`config.mk`:
```
export PLATFORM = sky130hd
export DESIGN_NAME = uart_receiver
export DESIGN_NICKNAME = d
export VERILOG_FILES = /design/src/rtl/uart_receiver.sv
export SDC_FILE = /design/constraint.sdc
export NUM_CORES = 1
export LEC_CHECK = 0
export CAP_MARGIN = 20
export CELL_PAD_IN_SITES_DETAIL_PLACEMENT = 0
export CELL_PAD_IN_SITES_GLOBAL_PLACEMENT = 1
export CORE_ASPECT_RATIO = 0.9
export CORE_UTILIZATION = 30
export DETAILED_ROUTE_END_ITERATION = 8
export PLACE_DENSITY_LB_ADDON = 0.1
export SYNTH_ARGS = -nofsm -noshare
export SYNTH_HDL_FRONTEND = slang
export SYNTH_SLANG_ARGS = --single-unit
```
`constraint.sdc`:
```
create_clock -name clk -period 2.7 [get_ports clk]
set_input_delay 0.81 -clock clk [delete_from_list [all_inputs] [get_ports clk]]
set_output_delay 0.81 -clock clk [all_outputs]
set_load 0.02 [all_outputs]
```
`src/rtl/uart_receiver.sv`:
```
// UART receive stage: 2-flop input synchroniser, mid-bit sampling of an
// 8N1 / 8E1 frame, and a single registered outcome pulse per completed frame.
module uart_receiver #(
    parameter int clock_freq = 50_000_000,
    parameter int baud       = 9600,
    parameter bit parity_en  = 1'b1
) (
    input  logic       clk,
    input  logic       rst_n,
    input  logic       receive_wire,
    input  logic       fifo_full,
    output logic [7:0] data_out,
    output logic       fifo_write,
    output logic       parity_error,
    output logic       framing_error,
    output logic       overrun_error,
    output logic       state_busy
);

    localparam int cycles_per_bit = clock_freq / baud;
    localparam int cnt_w          = $clog2(cycles_per_bit) + 1;

    localparam logic [cnt_w-1:0] bit_last  = cnt_w'(cycles_per_bit - 1);
    localparam logic [cnt_w-1:0] half_last = cnt_w'(cycles_per_bit / 2 - 1);

    localparam logic [2:0] IDLE   = 3'd0;
    localparam logic [2:0] START  = 3'd1;
    localparam logic [2:0] DATA   = 3'd2;
    localparam logic [2:0] PARITY = 3'd3;
    localparam logic [2:0] STOP   = 3'd4;

    logic             sync1_q, sync1_d;
    logic             sync2_q, sync2_d;
    logic [2:0]       state_q, state_d;
    logic [cnt_w-1:0] cnt_q, cnt_d;
    logic [2:0]       bit_idx_q, bit_idx_d;
    logic [7:0]       shift_q, shift_d;
    logic             parity_q, parity_d;
    logic [7:0]       data_out_q, data_out_d;
    logic             fifo_write_q, fifo_write_d;
    logic             parity_error_q, parity_error_d;
    logic             framing_error_q, framing_error_d;
    logic             overrun_error_q, overrun_error_d;

    logic rx_s;
    logic bit_done;

    assign rx_s     = sync2_q;
    assign bit_done = (cnt_q == bit_last);

    always_comb begin
        // NOTE: every variable gets a default before the case so no path
        // leaves it unassigned; otherwise synthesis infers a latch.
        sync1_d         = receive_wire;
        sync2_d         = sync1_q;
        state_d         = state_q;
        cnt_d           = cnt_q;
        bit_idx_d       = bit_idx_q;
        shift_d         = shift_q;
        parity_d        = parity_q;
        data_out_d      = data_out_q;
        fifo_write_d    = 1'b0;
        parity_error_d  = 1'b0;
        framing_error_d = 1'b0;
        overrun_error_d = 1'b0;

        case (state_q)
            IDLE: begin
                if (!rx_s) begin
                    state_d = START;
                    cnt_d   = '0;
                end
            end
            START: begin
                if (cnt_q == half_last) begin
                    cnt_d = '0;
                    // A start bit that has gone high again by mid-bit was noise.
                    if (!rx_s) begin
                        state_d   = DATA;
                        bit_idx_d = 3'd0;
                    end else begin
                        state_d = IDLE;
                    end
                end else begin
                    cnt_d = cnt_q + cnt_w'(1);
                end
            end
            DATA: begin
                if (bit_done) begin
                    cnt_d   = '0;
                    shift_d = {rx_s, shift_q[7:1]};
                    if (bit_idx_q == 3'd7) begin
                        state_d = parity_en ? PARITY : STOP;
                    end else begin
                        bit_idx_d = bit_idx_q + 3'd1;
                    end
                end else begin
                    cnt_d = cnt_q + cnt_w'(1);
                end
            end
            PARITY: begin
                if (bit_done) begin
                    cnt_d    = '0;
                    parity_d = rx_s;
                    state_d  = STOP;
                end else begin
                    cnt_d = cnt_q + cnt_w'(1);
                end
            end
            STOP: begin
                if (bit_done) begin
                    // Leave mid stop bit so a back-to-back start edge is caught.
                    cnt_d      = '0;
                    state_d    = IDLE;
                    data_out_d = shift_q;
                    if (!rx_s) begin
                        framing_error_d = 1'b1;
                    end else if (parity_en && ((^shift_q) ^ parity_q)) begin
                        parity_error_d = 1'b1;
                    end else if (fifo_full) begin
                        overrun_error_d = 1'b1;
                    end else begin
                        fifo_write_d = 1'b1;
                    end
                end else begin
                    cnt_d = cnt_q + cnt_w'(1);
                end
            end
            default: state_d = IDLE;
        endcase
    end

    // NOTE: sequential state uses non-blocking assignments so every flop
    // samples the pre-edge values, independent of statement order.
    always_ff @(posedge clk or negedge rst_n) begin
        if (!rst_n) begin
            sync1_q         <= 1'b1;
            sync2_q         <= 1'b1;
            state_q         <= IDLE;
            cnt_q           <= '0;
            bit_idx_q       <= 3'd0;
            shift_q         <= 8'h00;
            parity_q        <= 1'b0;
            data_out_q      <= 8'h00;
            fifo_write_q    <= 1'b0;
            parity_error_q  <= 1'b0;
            framing_error_q <= 1'b0;
            overrun_error_q <= 1'b0;
        end else begin
            sync1_q         <= sync1_d;
            sync2_q         <= sync2_d;
            state_q         <= state_d;
            cnt_q           <= cnt_d;
            bit_idx_q       <= bit_idx_d;
            shift_q         <= shift_d;
            parity_q        <= parity_d;
            data_out_q      <= data_out_d;
            fifo_write_q    <= fifo_write_d;
            parity_error_q  <= parity_error_d;
            framing_error_q <= framing_error_d;
            overrun_error_q <= overrun_error_d;
        end
    end

    assign data_out      = data_out_q;
    assign fifo_write    = fifo_write_q;
    assign parity_error  = parity_error_q;
    assign framing_error = framing_error_q;
    assign overrun_error = overrun_error_q;
    assign state_busy    = (state_q != IDLE);

endmodule

```
==> results.yml <==
status:
  status: "finished, final reports clean"
timing:
  relSlewSlack_pct: 62.07
  fin_crit_sh_pct: 96.51
  tightest_slew_ps: 568.9
  setup_slack_ps: 94.20
  fin_setup_tns_ps: 0
  timing.hold.ws_ps: 358.9
  fmax_mhz: 383.8
  setup_violations: 0
  report.final.hold_viol_count: 0
  finalCriticalPeriod_ps: 2606
  grt_setup_unrepaired: "no"
  clock_skew_ps: 7.643
  maxSlewViolCount: 0
drt:
  final_antenna_net_count: 0
  drtIter0Drc: 96
  vias: 1483
  wirelength_mm: 4.093
  first_pass_iters: 4
  avgRoutedWirePerCell_um: 12.87
  via_per_inst: 4.664
  drc_errors: 0
synth:
  synth_fp_nets: 214
  synth_cell_type_count: 45
  synthMuxAreaShare_pct: 5.948
  syn-cell-area_sq_mm: 0.002125
  synthTopCellsByArea: "dfrtp_1, nand2_1, xnor2_1"
  synth_edf_count: 0
  ys_top_cells_by_count: "dfrtp_1, nand2_1, nor2_1"
  netlist_instances: 206
  synth-compound-area-share_pct: 5.536
  yosysSeqAreaShare_pct: 50.77
  yosysWarnings: 0
  netlist.area_leader.share_pct: 48.29
  synth_top_flop_cell: "dfrtp_1"
  synthSimpleGateAreaFrac_pct: 26.68
  synth_top_family_by_area: "simple AND/OR/NAND/NOR gates"
  synthAdderAreaFrac_pct: 2.356
  yosys.area_share.xor_xnor_pct: 7.420
  synth.ff_latch_count: 43
  syn_area_per_cell_sq_um: 10.31
  synthArstFlopShare_pct: 100.0
  yosysMostFrequentCell: "dfrtp_1"
  yosysTopAreaCell: "dfrtp_1"
cts:
  ctsRootBufferMaster: "clkbuf_8"
  clock_path_buffers: 2
  h-tree-depth: 2
  cts_made_buffers: 5
  postCtsHoldBufs: 0
  clkSinkCount: 43
  worstSkewPairLatency_ps: 290
  cts_tree: "done"
  cts.repair.resized: 0
  clkTransAtPathRegs_ps: 80
  cts_setup_buffers: 0
global_route:
  grt.total_usage_pct: 12.67
  grt_pass1_vias: 1520
  busiest_layer: "met2"
  grt_pass1_wl_mm: 7.327
  antenna_found_initial: 0
  use_met1_pct: 17.69
  grt_util_met3_pct: 2.870
  met2_usage_pct: 19.39
  grt_overflow: 0
  grt_max_degree: 26
min_path:
  min_from: "sync1_q"
  min_path_cells: 0
  min_to: "rx_s"
  hold_path.class: "register to register"
setup_path:
  crit_fanout: 13
  required_ps: 1890
  r2r_end: "cnt_q[4]"
  rr_worst_depth: 6
  cp_num_buf_inv: 1
  slowest_stage: "clkdlybuf4s50_1"
  max_stage_delay_ps: 560
  rrSetupSlack_ps: 290
  r2r-start: "cnt_q[0]"
  path_cells: "or3_1 -> clkdlybuf4s50_1"
  crit_path_start_kind: "register"
  path_delay_family: "buffers and inverters"
  critPathKind: "register to primary output"
  worst_ep_arrival_time_ps: 1800
  crit_path_end_kind: "primary output"
floorplan:
  placementRows: 28
  ios: 17
  die_x_um: 90.71
  dieArea_sq_mm: 0.007423
  initial_core_util_pct: 31.58
  die_h_um: 81.84
  core_area_sq_mm: 0.006726
placed_design:
  io_buffer_count: 16
  finalWeightedCongestion: 0.8209
  post-place-ws_ps: 280.3
  hpwl_mm: 3.045
final_layout:
  drive_gt1_share_pct: 14.47
  n_antenna_cell: 0
  fillers: 686
  syn2layout_area_growth_pct: 18.20
  final_nets: 235
pwr:
  internal_power_mw: 0.9274
  power-per-cell-area_mw_per_mm2: 465.5
  p_leak_nw: 1.157
  p_seq_share_pct: 55.4
  pwr-share-comb_pct: 1.7
  vdd_drop_max_mv: 0.1929
  p_sw_mw: 0.2415
  p_clk_share_pct: 42.9
  switching_share_pct: 20.66
flow_run:
  cap_violations: 0
[power groups by stage]
stage	Clock, mW	Combinational, mW	Sequential [mW]
6_report	0.501	0.0194	0.648
5_1_grt	0.546	0.0231	0.649
4_1_cts	0.526	0.0210	0.648
3_5_place_dp	0	0.0213	0.661
3_3_place_gp	0	0.0203	0.661
2_1_floorplan	0	0.00281	0.659
[placed cells by master, fill, tap and decap left out, types with 3 or more instances in the layout]
cell type,n
and2_1,4
buf_4,4
clkbuf_8,5
clkdlybuf4s50_1,15
dfrtp_1,41
ha_1,4
mux2_2,9
nand2_1,38
nand2b_1,3
nand3_1,3
nand4_1,4
nor2_1,21
nor2b_1,3
nor3_1,6
nor3b_1,4
o21ai_0,5
xnor2_1,14
xor2_1,4
[layer usage]
layer  part of all wire (%)  vias up
li1                       -      753
met1                     54      707
met2                     43       18
met3                    2.4        5
met4                   0.95        0
met5                      0        -
[per-stage QoR]
stage	cell area [sq um]	utilization [%]	std cells	power [mW]
floorplan	2125	-	206	0.6621
global placement	2399	35.66	310	0.6815
detailed placement	2399	35.66	310	0.6823
CTS	2511	37.33	318	1.196
global route	2511	37.33	318	1.217
finish	2511	37.33	318	1.169
[layout make-up]
type	instances	area, sq um	share of cell area [%]
inverter	1	3.754	0.1495
multi-input combinational	156	1018	40.56
sequential	43	1079	42.95
tap	90	112.6	4.484
timing repair buffer	20	185.2	7.374
clock buffer	5	68.82	2.740
clock inverter	3	43.79	1.744
[sequential cells by signal (all words and copies together), names as in the netlist]
signal,flops
bit_idx_q,3
parity_error,1
data_out,8
cnt_q,14
framing_error,1
sync1_q,1
state_q,3
parity_q,1
overrun_error,1
fifo_write,1
shift_q,8
rx_s,1
[worst max-delay path by stage]
stage / startpoint / endpoint / slack, ps / cells past startpoint
5_1_grt: state_q[0] / state_busy / 2 / 2
2_1_floorplan: cnt_q[0] / parity_q / 470 / 6
6_report: state_q[0] / state_busy / 90 / 2
4_1_cts: state_q[0] / state_busy / 90 / 2
3_3_place_gp: cnt_q[0] / parity_q / 330 / 6
3_5_place_dp: cnt_q[0] / cnt_q[4] / 280 / 6
[cells by family (layout without fill, tap and decap cells)]
family          count (synthesis)  after routing
simple gates                  107            107
xor+xnor                       18             18
flops                          43             43
compound gates                 16             16
buf+inv                         7             29
mux                            11             11
fa+ha+maj                       4              4
Power figures use the tool's default switching activity.
